===== config.mk =====
export PLATFORM = sky130hd
export DESIGN_NAME = i2c_reg_master
export DESIGN_NICKNAME = d
export VERILOG_FILES = /design/src/rtl/i2c_pkg.sv /design/src/rtl/i2c_phase_gen.sv /design/src/rtl/i2c_reg_master.sv
export SDC_FILE = /design/constraint.sdc
export NUM_CORES = 1
export LEC_CHECK = 0
export CAP_MARGIN = 15
export CORE_MARGIN = 2
export CORE_UTILIZATION = 48
export CTS_CLUSTER_DIAMETER = 200
export CTS_CLUSTER_SIZE = 8
export DETAILED_ROUTE_END_ITERATION = 10
export GPL_ROUTABILITY_DRIVEN = 0
export GPL_TIMING_DRIVEN = 0
export PLACE_DENSITY = 0.73
export SYNTH_ARGS = -nofsm -noshare
export SYNTH_HDL_FRONTEND = slang
export SYNTH_SLANG_ARGS = --single-unit
export TNS_END_PERCENT = 5

===== constraint.sdc =====
create_clock -name CLK_100KHZ_IN -period 2.26 [get_ports CLK_100KHZ_IN]
set_input_delay 0.452 -clock CLK_100KHZ_IN [delete_from_list [all_inputs] [get_ports CLK_100KHZ_IN]]
set_output_delay 0.452 -clock CLK_100KHZ_IN [all_outputs]
set_load 0.1 [all_outputs]

===== src/rtl/i2c_pkg.sv =====
// Shared definitions for the I2C register master.
//   i2c_state_e : transaction state machine encoding
//   QPHASES     : quarter-phases per I2C bit slot
//   RW_WRITE/RW_READ : request direction and R/W bit of the address byte
//   WR_SLOTS/RD_SLOTS : bit slots in a complete write / read transaction
package i2c_pkg;

  localparam int   QPHASES  = 4;
  localparam logic RW_WRITE = 1'b0;
  localparam logic RW_READ  = 1'b1;
  localparam int   WR_SLOTS = 29;
  localparam int   RD_SLOTS = 39;

  typedef enum logic [3:0] {
    S_IDLE   = 4'd0,
    S_START  = 4'd1,
    S_ADDR_W = 4'd2,
    S_ACK_A  = 4'd3,
    S_REG    = 4'd4,
    S_ACK_R  = 4'd5,
    S_WDATA  = 4'd6,
    S_ACK_D  = 4'd7,
    S_RSTART = 4'd8,
    S_ADDR_R = 4'd9,
    S_ACK_A2 = 4'd10,
    S_RDATA  = 4'd11,
    S_MNACK  = 4'd12,
    S_STOP   = 4'd13
  } i2c_state_e;

endpackage


===== src/rtl/i2c_phase_gen.sv =====
// Quarter-phase and bit-in-byte timing for the I2C master.
//   clk, rst_n : 100 kHz clock, asynchronous active-low reset
//   en         : high while a transaction is running; low holds phase at q0
//   bit_clr    : hold the bit counter at 0 (single-slot states)
//   phase      : current quarter-phase q0..q3
//   bit_cnt    : slot within the byte, 0..7 data, 8 = ack slot
//   slot_end   : last cycle of the current slot
//   byte_end   : last cycle of the ack slot
module i2c_phase_gen
  import i2c_pkg::*;
(
  input  logic       clk,
  input  logic       rst_n,
  input  logic       en,
  input  logic       bit_clr,
  output logic [1:0] phase,
  output logic [3:0] bit_cnt,
  output logic       slot_end,
  output logic       byte_end
);

  assign slot_end = en && (phase == 2'(QPHASES - 1));
  assign byte_end = slot_end && (bit_cnt == 4'd8);

  always_ff @(posedge clk or negedge rst_n) begin
    if (!rst_n) begin
      phase   <= 2'd0;
      bit_cnt <= 4'd0;
    end else begin
      if (!en) phase <= 2'd0;
      else     phase <= phase + 2'd1;

      if (!en || bit_clr)  bit_cnt <= 4'd0;
      else if (slot_end)   bit_cnt <= (bit_cnt == 4'd8) ? 4'd0 : bit_cnt + 4'd1;
    end
  end

endmodule


===== src/rtl/i2c_reg_master.sv =====
// Single-transaction I2C register master (one register write or read).
// Each I2C bit is one slot of four 100 kHz cycles, giving SCL = 25 kHz.
//   CLK_100KHZ_IN, RESET_N_IN : clock and asynchronous active-low reset
//   START_IN, RW_IN           : request and direction (0 write, 1 read)
//   DEV_ADDR_IN, REG_ADDR_IN, WDATA_IN : transaction parameters
//   RDATA_OUT   : read byte, valid from DONE_OUT until the next accepted start
//   BUSY_OUT    : transaction in progress
//   DONE_OUT    : one-cycle completion pulse
//   ACK_ERR_OUT : slave NACK seen, held until the next accepted start
//   SCL_OUT     : push-pull SCL
//   SDA_OE_OUT  : 1 pulls SDA low, 0 releases it
//   SDA_IN      : sampled SDA line
//   STATE_DBG_OUT : current state machine state
// Request handshake: START_IN is the valid, ~BUSY_OUT is the ready; a request
// is accepted on a clock edge where both are high, and START_IN is ignored
// otherwise.
module i2c_reg_master
  import i2c_pkg::*;
(
  input  logic       CLK_100KHZ_IN,
  input  logic       RESET_N_IN,
  input  logic       START_IN,
  input  logic       RW_IN,
  input  logic [6:0] DEV_ADDR_IN,
  input  logic [7:0] REG_ADDR_IN,
  input  logic [7:0] WDATA_IN,
  output logic [7:0] RDATA_OUT,
  output logic       BUSY_OUT,
  output logic       DONE_OUT,
  output logic       ACK_ERR_OUT,
  output logic       SCL_OUT,
  output logic       SDA_OE_OUT,
  input  logic       SDA_IN,
  output logic [3:0] STATE_DBG_OUT
);

  i2c_state_e state, state_n;

  logic       rw_q;
  logic [6:0] dev_q;
  logic [7:0] reg_q;
  logic [7:0] wdata_q;
  logic [7:0] rx_shift;
  logic       sda_smp;

  logic [1:0] phase;
  logic [3:0] bit_cnt;
  logic       slot_end;
  logic       byte_end;
  logic       run;
  logic       bit_clr;
  logic       sample_now;
  logic       in_ack;
  logic       last_bit;
  logic       mid_phase;
  logic [7:0] tx_byte;
  logic       tx_bit;
  logic       scl_lvl;
  logic       sda_lvl;

  assign run        = (state != S_IDLE);
  assign bit_clr    = (state == S_IDLE) || (state == S_START) ||
                      (state == S_RSTART) || (state == S_STOP);
  assign sample_now = run && (phase == 2'd2);
  assign last_bit   = slot_end && (bit_cnt == 4'd7);
  assign mid_phase  = (phase == 2'd1) || (phase == 2'd2);
  assign in_ack     = (state == S_ACK_A) || (state == S_ACK_R) ||
                      (state == S_ACK_D) || (state == S_ACK_A2);

  assign BUSY_OUT      = run;
  assign STATE_DBG_OUT = state;

  i2c_phase_gen u_phase (
    .clk      (CLK_100KHZ_IN),
    .rst_n    (RESET_N_IN),
    .en       (run),
    .bit_clr  (bit_clr),
    .phase    (phase),
    .bit_cnt  (bit_cnt),
    .slot_end (slot_end),
    .byte_end (byte_end)
  );

  always_ff @(posedge CLK_100KHZ_IN or negedge RESET_N_IN) begin
    if (!RESET_N_IN) state <= S_IDLE;
    else             state <= state_n;
  end

  // sda_smp holds the ack bit captured at the end of q2, so the decision to
  // abort is made at the ack slot's end without a combinational SDA path.
  always_comb begin
    state_n = state;
    case (state)
      S_IDLE:   if (START_IN) state_n = S_START;
      S_START:  if (slot_end) state_n = S_ADDR_W;
      S_ADDR_W: if (last_bit) state_n = S_ACK_A;
      S_ACK_A:  if (byte_end) state_n = sda_smp ? S_STOP : S_REG;
      S_REG:    if (last_bit) state_n = S_ACK_R;
      S_ACK_R:  if (byte_end) state_n = sda_smp ? S_STOP :
                                        (rw_q == RW_READ) ? S_RSTART : S_WDATA;
      S_WDATA:  if (last_bit) state_n = S_ACK_D;
      S_ACK_D:  if (byte_end) state_n = S_STOP;
      S_RSTART: if (slot_end) state_n = S_ADDR_R;
      S_ADDR_R: if (last_bit) state_n = S_ACK_A2;
      S_ACK_A2: if (byte_end) state_n = sda_smp ? S_STOP : S_RDATA;
      S_RDATA:  if (last_bit) state_n = S_MNACK;
      S_MNACK:  if (byte_end) state_n = S_STOP;
      S_STOP:   if (slot_end) state_n = S_IDLE;
      default:  state_n = S_IDLE;
    endcase
  end

  always_ff @(posedge CLK_100KHZ_IN or negedge RESET_N_IN) begin
    if (!RESET_N_IN) begin
      rw_q        <= RW_WRITE;
      dev_q       <= 7'd0;
      reg_q       <= 8'd0;
      wdata_q     <= 8'd0;
      rx_shift    <= 8'd0;
      sda_smp     <= 1'b0;
      RDATA_OUT   <= 8'd0;
      ACK_ERR_OUT <= 1'b0;
      DONE_OUT    <= 1'b0;
    end else begin
      DONE_OUT <= (state == S_STOP) && slot_end;

      if (state == S_IDLE && START_IN) begin
        rw_q        <= RW_IN;
        dev_q       <= DEV_ADDR_IN;
        reg_q       <= REG_ADDR_IN;
        wdata_q     <= WDATA_IN;
        ACK_ERR_OUT <= 1'b0;
      end

      if (sample_now) sda_smp <= SDA_IN;
      if (sample_now && state == S_RDATA) rx_shift <= {rx_shift[6:0], SDA_IN};
      // The eighth bit was shifted in at q2, so the full byte is ready here.
      if (last_bit && state == S_RDATA) RDATA_OUT <= rx_shift;
      if (byte_end && in_ack && sda_smp) ACK_ERR_OUT <= 1'b1;
    end
  end

  always_comb begin
    tx_byte = 8'hFF;
    case (state)
      S_ADDR_W: tx_byte = {dev_q, RW_WRITE};
      S_REG:    tx_byte = reg_q;
      S_WDATA:  tx_byte = wdata_q;
      S_ADDR_R: tx_byte = {dev_q, RW_READ};
      default:  tx_byte = 8'hFF;
    endcase
  end

  assign tx_bit = tx_byte[3'd7 - bit_cnt[2:0]];

  // Line levels per quarter-phase. SDA only moves in q0 (SCL low) for bit
  // slots; START, RSTART and STOP deliberately move it with SCL high.
  always_comb begin
    scl_lvl = 1'b1;
    sda_lvl = 1'b1;
    case (state)
      S_START: begin
        scl_lvl = (phase != 2'd3);
        sda_lvl = (phase < 2'd2);
      end
      S_RSTART: begin
        scl_lvl = mid_phase;
        sda_lvl = (phase < 2'd2);
      end
      S_STOP: begin
        scl_lvl = (phase != 2'd0);
        sda_lvl = (phase >= 2'd2);
      end
      S_ADDR_W, S_REG, S_WDATA, S_ADDR_R: begin
        scl_lvl = mid_phase;
        sda_lvl = tx_bit;
      end
      S_ACK_A, S_ACK_R, S_ACK_D, S_ACK_A2, S_RDATA, S_MNACK: begin
        scl_lvl = mid_phase;
        sda_lvl = 1'b1;
      end
      default: begin
        scl_lvl = 1'b1;
        sda_lvl = 1'b1;
      end
    endcase
  end

  assign SCL_OUT    = scl_lvl;
  assign SDA_OE_OUT = ~sda_lvl;

endmodule

==> results.py, run 1 <==
metrics = {
    "routing": {
        "num_vias": 2163,
        "wl_per_cell_um": 15.9,
        "met2WireLength_um": 2830,
        "drt_iter0_markers": 214,
        "viasPerCell": 5.71,
        "drt-pass1-iter-count": 4,
        "wl_met1_um": 2830,
        "wirelength_um": 6050,
        "dr_wl_met3_um": 305,
        "drc": 0,
        "ant_nets": 0,
        "highest_layer": "met4",
    },
    "yosys": {
        "yosysSeqAreaShare_pct": 47.4,
        "synth_area_leaders": "dfrtp_1 (47%), mux2_2 (18%), o21ai_0 (2.9%), a21oi_1 (2.7%), ha_1 (2.2%)",
        "synthTopCellsByCount": "dfrtp_1 (53), mux2_2 (45), o21ai_0 (16), a21oi_1 (15), nor2_1 (12)",
        "synth_top_area_share_pct": 47.4,
        "netlist_instances": 247,
        "synth.avg_cell_area_um2": 11.3,
        "yosysTopAreaCell": "dfrtp_1",
        "ys_types": 51,
        "synth_warnings": 0,
        "syn-num-nets": 280,
        "ys_async_sr_fraction_pct": 100,
        "ys_ff_latch": 53,
        "synth_flop_cell": "dfrtp_1",
        "synth_edf_count": 0,
        "synth_most_common_cell": "dfrtp_1",
        "netlist_area_um2": 2800,
    },
    "floorplan": {
        "core_area_um2": 5570,
        "start_util_pct": 50.2,
        "pin_count": 45,
        "die_h_um": 80.3,
        "die-area_um2": 6460,
        "rows": 27,
        "die_w_um": 80.3,
    },
    "cts": {
        "clk_pin_slew_ns": 0.10,
        "clock_latency_ns": 0.31,
        "cts_hold_buf": 0,
        "cts_tree": "yes",
        "clockRootBuffer": "clkbuf_8",
        "htreeDepth": 2,
        "clk_path_buf_depth": 2,
        "cts_sinks": 53,
        "tritoncts.num_buffers": 5,
    },
    "power": {
        "power-per-cell-area_nw_per_um2": 1360,
        "max-vdd-ir-drop_uv": 587,
        "p_leak_nw": 1.65,
        "p_comb_share_pct": 58.4,
        "netSwitchingPower_mw": 2.26,
        "clkPwrFrac_pct": 11.0,
        "pwr-share-seq_pct": 30.6,
        "switching_share_pct": 45.7,
        "intPower_mw": 2.68,
    },
    "finish": {
        "areaGrowthSynthToFinish_pct": 29.6,
        "n_antenna_cell": 0,
        "layout.cells.non_filler": 379,
        "finalInstanceArea_um2": 3620,
        "final_nets": 339,
        "layout-drive-gt1-share_pct": 34.2,
        "utilization_pct": 65.0,
    },
    "setup_path": {
        "crit_cells": 7,
        "crit_family": "compound AO/OA/AOI/OAI gates",
        "r2r_cells": 6,
        "crit_slowest_cell": "dfrtp_2",
        "critical_path.cell_chain": "buf_4 -> and4bb_4 -> or2_4 -> a221oi_4 -> o21ai_2 -> a32oi_4 -> buf_12",
        "max_stage_delay_ns": 0.49,
        "crit_buf_inv": 2,
        "worstPathArrival_ns": 2.32,
        "critPathRequiredTime_ns": 1.81,
        "start_kind": "register",
        "critPathCaptureType": "output port",
        "critical_path_class": "reg -> out",
        "critPathMaxFanout": 7,
    },
    "sta": {
        "slew_headroom_pct": 35.6,
        "hold_violations": 0,
        "timing.final.crit_share_pct": 122,
        "fmaxAchievable_ghz": 0.361,
        "setup-tns-final_ns": -1.04,
        "setup_ws_ns": -0.508,
        "rsz0062_at_grt": "true",
        "period_needed_ns": 2.77,
        "setup_viol": 3,
        "drv_slew": 0,
        "tightest_slew_ns": 0.964,
        "fin_skew_ns": 0.00522,
    },
    "global_route": {
        "grt_pass1_vias": 1968,
        "antenna_found_initial": 0,
        "overflow": 0,
        "grt_pass1_wl_um": 9740,
        "groute.usage.overall_pct": 19.6,
        "grt_start_max_net_pins": 31,
    },
    "place": {
        "pre_cts_ws_ns": -1.09,
        "placed_area_um2": 3420,
        "numPortBuffers": 44,
        "dpl.cell_count": 364,
        "dp_hpwl_um": 4250,
    },
    "outcome": {
        "outcome": "complete, but fails checks",
        "violations": "negative setup slack",
    },
    "run": {
        "cap_violations": 0,
    },
    "worst_hold_path": {
        "hold_class": "in -> async",
    },
}
## kinds of logic (layout without fill, tap and decap cells)
group,count (synthesis),count (layout),synth area share (%)
AOI/OAI and AO/OA,58,58,13.9
xor gates and xnor gates,1,1,0.313
adders and majority gates,5,5,2.24
buffers and inverters,28,88,5.10
DFF,53,53,47.4
muxes,50,50,19.9
and+or+nand+nor,52,52,11.1
## metrics by stage
stage,hold WS (ns),power (mW)
global placement,0.451,4.10
global route,0.164,5.24
floorplan,0.156,3.57
finish,0.114,4.95
CTS,0.125,4.78
detailed placement,0.464,4.14
## area by class of cell
| class | instances | area [um2] |
|---|---|---|
| Inverter | 10 | 37.5 |
| Buffer | 16 | 101 |
| Tap cell | 72 | 90.1 |
| Timing Repair Buffer | 54 | 527 |
| Sequential cell | 53 | 1340 |
| Multi-Input combinational cell | 166 | 1440 |
| Clock buffer | 6 | 72.6 |
| Fill cell | 439 | 1950 |
| Clock inverter | 2 | 15.0 |
## power groups by stage
stage               clock, mW  sequential, mW  combinational (mW)
global route            0.587            1.55                3.09
global placement            0            1.47                2.63
CTS                     0.554            1.47                2.76
detailed placement          0            1.48                2.66
finish                  0.544            1.51                2.89
floorplan                   0            1.65                1.92
## path summary, 6_finish.rpt
| kind | from | endpoint | slack (ns) |
|---|---|---|---|
| min in group CLK_100KHZ_IN | u_phase.phase[0] | u_phase.phase[0] | 0.47 |
| hold reg to reg | u_phase.phase[0] | u_phase.phase[0] | 0.47 |
| setup reg to reg | STATE_DBG_OUT[0] | STATE_DBG_OUT[1] | 0.03 |
| setup / recovery | STATE_DBG_OUT[3] | SDA_OE_OUT | -0.51 |
| max in group asynchronous | RESET_N_IN | STATE_DBG_OUT[1] | 1.57 |
| hold / removal | RESET_N_IN | RDATA_OUT[4] | 0.11 |
## sequential cells by signal, summed over array words and instances, names as in the netlist
name / count
u_phase.phase: 2
DONE_OUT: 1
RDATA_OUT: 8
sda_smp: 1
dev_q: 7
STATE_DBG_OUT: 4
u_phase.bit_cnt: 4
wdata_q: 8
ACK_ERR_OUT: 1
reg_q: 8
rx_shift: 8
rw_q: 1
## routing by layer
layer  track usage, %  vias up
met3             4.38        9
li1                 -     1020
met5                0        -
met1             28.0     1073
met4             6.78        0
met2             29.5       61
## placed cells by master (no fill, tap or decap), types with 9 or more instances in the layout
cell and instances:
inv_1 9, a21oi_1 13, buf_4 9, nand2_1 11, dfrtp_1 49, clkdlybuf4s50_1 26
nor2_1 12, o21ai_0 11, dlygate4sd2_1 10, mux2_2 45
## what timing repair did
item	in CTS	in global routing
gates resized for setup	35	22
hold endpoints to repair	0	0
pin swaps	7	8
cloned	0	0
buffers inserted	3	6
setup endpoints to repair	18	10
Note: power is estimated with default switching activity, not from simulation.
==> inputs of run 2 (changes only) <==
--- a/config.mk
+++ b/config.mk
@@ -6,6 +6,7 @@
 export NUM_CORES = 1
 export LEC_CHECK = 0
 export CAP_MARGIN = 15
+export CORE_ASPECT_RATIO = 0.9
 export CORE_MARGIN = 2
 export CORE_UTILIZATION = 48
 export CTS_CLUSTER_DIAMETER = 200
@@ -14,6 +15,7 @@
 export GPL_ROUTABILITY_DRIVEN = 0
 export GPL_TIMING_DRIVEN = 0
 export PLACE_DENSITY = 0.73
+export REMOVE_ABC_BUFFERS = 1
 export SYNTH_ARGS = -nofsm -noshare
 export SYNTH_HDL_FRONTEND = slang
 export SYNTH_SLANG_ARGS = --single-unit
==> run 2 against run 1 <==
  * The run still ends with negative setup slack left
  * Hold slack worse by 0.0058 ns
  * Sequential power is 3% higher
  * Non-clock buffer count is 2 lower
  * Largest power group unchanged
  * Highest routed layer unchanged
  * Register-to-register slack hardly changed
  * Critical path type unchanged
  * Critical path depth is 1 lower
  * Global-route usage is 0.62 points higher
  * First-iteration DRC count is 38% lower
  * Combinational power is 1% lower
==> results.py, run 2 (synthesis results as in run 1) <==
metrics = {
    "sta": {
        "hold_violations": 0,
        "fmaxAchievable_ghz": 0.369,
        "slew_headroom_pct": 35.8,
        "drv_slew": 0,
        "rsz0062_at_grt": "true",
        "setup-tns-final_ns": -0.573,
        "tightest_slew_ns": 0.962,
        "whs_ns": 0.108,
        "period_needed_ns": 2.71,
        "fin_skew_ns": 0.0176,
        "timing.final.crit_share_pct": 120,
        "setup_viol": 3,
        "setup_ws_ns": -0.449,
    },
    "cts": {
        "cts_tree": "yes",
        "clock_latency_ns": 0.31,
        "cts_hold_buf": 0,
        "clockRootBuffer": "clkbuf_8",
        "htreeDepth": 2,
        "tritoncts.num_buffers": 5,
        "cts_sinks": 53,
        "clk_path_buf_depth": 2,
        "clk_pin_slew_ns": 0.11,
    },
    "global_route": {
        "antenna_found_initial": 0,
        "groute.usage.overall_pct": 20.3,
        "overflow": 0,
        "grt_start_max_net_pins": 31,
        "grt_pass1_wl_um": 10600,
        "grt_pass1_vias": 2134,
    },
    "routing": {
        "drt_iter0_markers": 133,
        "wirelength_um": 6310,
        "num_vias": 2137,
        "ant_nets": 0,
        "drc": 0,
        "drt-pass1-iter-count": 4,
        "wl_per_cell_um": 16.8,
        "viasPerCell": 5.70,
    },
    "floorplan": {
        "die-area_um2": 6460,
        "pin_count": 45,
        "start_util_pct": 49.4,
        "die_w_um": 84.5,
        "rows": 26,
        "die_h_um": 76.4,
        "core_area_um2": 5660,
    },
    "power": {
        "p_total_mw": 4.97,
        "p_leak_nw": 1.66,
        "power-per-cell-area_nw_per_um2": 1360,
        "max-vdd-ir-drop_uv": 641,
    },
    "finish": {
        "final_cell_mix": "dfrtp_1 (48), mux2_2 (45), clkdlybuf4s50_1 (27), buf_4 (19), a21oi_1 (13)",
        "layout_commonest_cell": "dfrtp_1",
        "n_antenna_cell": 0,
        "utilization_pct": 64.4,
        "final_nets": 337,
        "layout.cells.non_filler": 375,
        "layout-drive-gt1-share_pct": 36.1,
        "seqCellArea_um2": 1340,
        "areaGrowthSynthToFinish_pct": 30.4,
        "num-fill-cells": 471,
        "multi_input_area_um2": 1430,
    },
    "setup_path": {
        "critPathCaptureType": "output port",
        "worstPathArrival_ns": 2.26,
        "critical_path_class": "reg -> out",
        "crit_slowest_cell": "dfrtp_4",
        "start_kind": "register",
        "critPathRequiredTime_ns": 1.81,
        "critPathMaxFanout": 6,
        "critical_path.cell_chain": "or3b_4 -> o211a_1 -> a221oi_2 -> a22o_1 -> a32oi_2 -> buf_6",
        "max_stage_delay_ns": 0.53,
    },
    "place": {
        "dp_hpwl_um": 3750,
        "numPortBuffers": 44,
        "dpl.cell_count": 344,
    },
    "outcome": {
        "violations": "negative setup slack",
        "outcome": "complete, but fails checks",
    },
    "run": {
        "cap_violations": 0,
    },
    "worst_hold_path": {
        "hold_class": "in -> async",
    },
}
## run 2: through the flow
step / cell area [um2] / setup slack (ns)
finish: 3650 / -0.449
global route: 3650 / -0.489
CTS: 3610 / -0.398
floorplan: 2690 / -2.21
global placement: 3220 / -1.65
detailed placement: 3240 / -1.66
## run 2: worst paths after layout
check / from / to / slack (ns) / cells after the start
worst max-delay path: STATE_DBG_OUT[3] / SDA_OE_OUT / -0.45 / 6
worst min-delay path: RESET_N_IN / rx_shift[0] / 0.11 / 1
worst max register to register: STATE_DBG_OUT[2] / STATE_DBG_OUT[1] / 0.03 / 7
worst min register to register: u_phase.phase[0] / u_phase.phase[0] / 0.48 / 1
max in group asynchronous: RESET_N_IN / u_phase.bit_cnt[0] / 1.58 / 2
min in group CLK_100KHZ_IN: u_phase.phase[0] / u_phase.phase[0] / 0.48 / 1
## run 2: area by class of cell
cell class,instances,share of cell area [%]
repair buffers,68,18.0
multi-input cells,166,39.2
clock buffers,5,1.89
well taps,70,2.40
flip-flops and latches,53,36.8
clock inverters,3,0.686
inverters,10,1.03
## run 2: report_power, final
group	switching (mW)	internal [mW]	leakage, nW	total (mW)
logic	1.64	1.21	0.949	2.85
registers	0.283	1.28	0.667	1.56
clock network	0.330	0.224	0.0447	0.555
## run 2: timing repair
| item | in CTS | in global routing |
|---|---|---|
| setup endpoints to repair | 49 | 35 |
| buffers inserted | 22 | 1 |
| pin swaps | 12 | 6 |
| gates resized for setup | 62 | 15 |
| endpoints found under the hold margin | 0 | 0 |
## run 2: worst max-delay path: cells and delay by family, from the launching register on
family,cells,cell delay (ns)
buf+inv,1,0.20
compound gates,4,0.79
flops,1,0.53
simple gates,1,0.42
## run 2: metal layers
| metal | GRT usage (%) | vias to the layer above | part of all wire (%) |
|---|---|---|---|
| met1 | 25.5 | 1061 | 43 |
| li1 | - | 1012 | - |
| met3 | 3.25 | 11 | 4.3 |
| met4 | 6.51 | 0 | 1.5 |
| met2 | 35.6 | 53 | 51 |
| met5 | 0 | - | 0 |
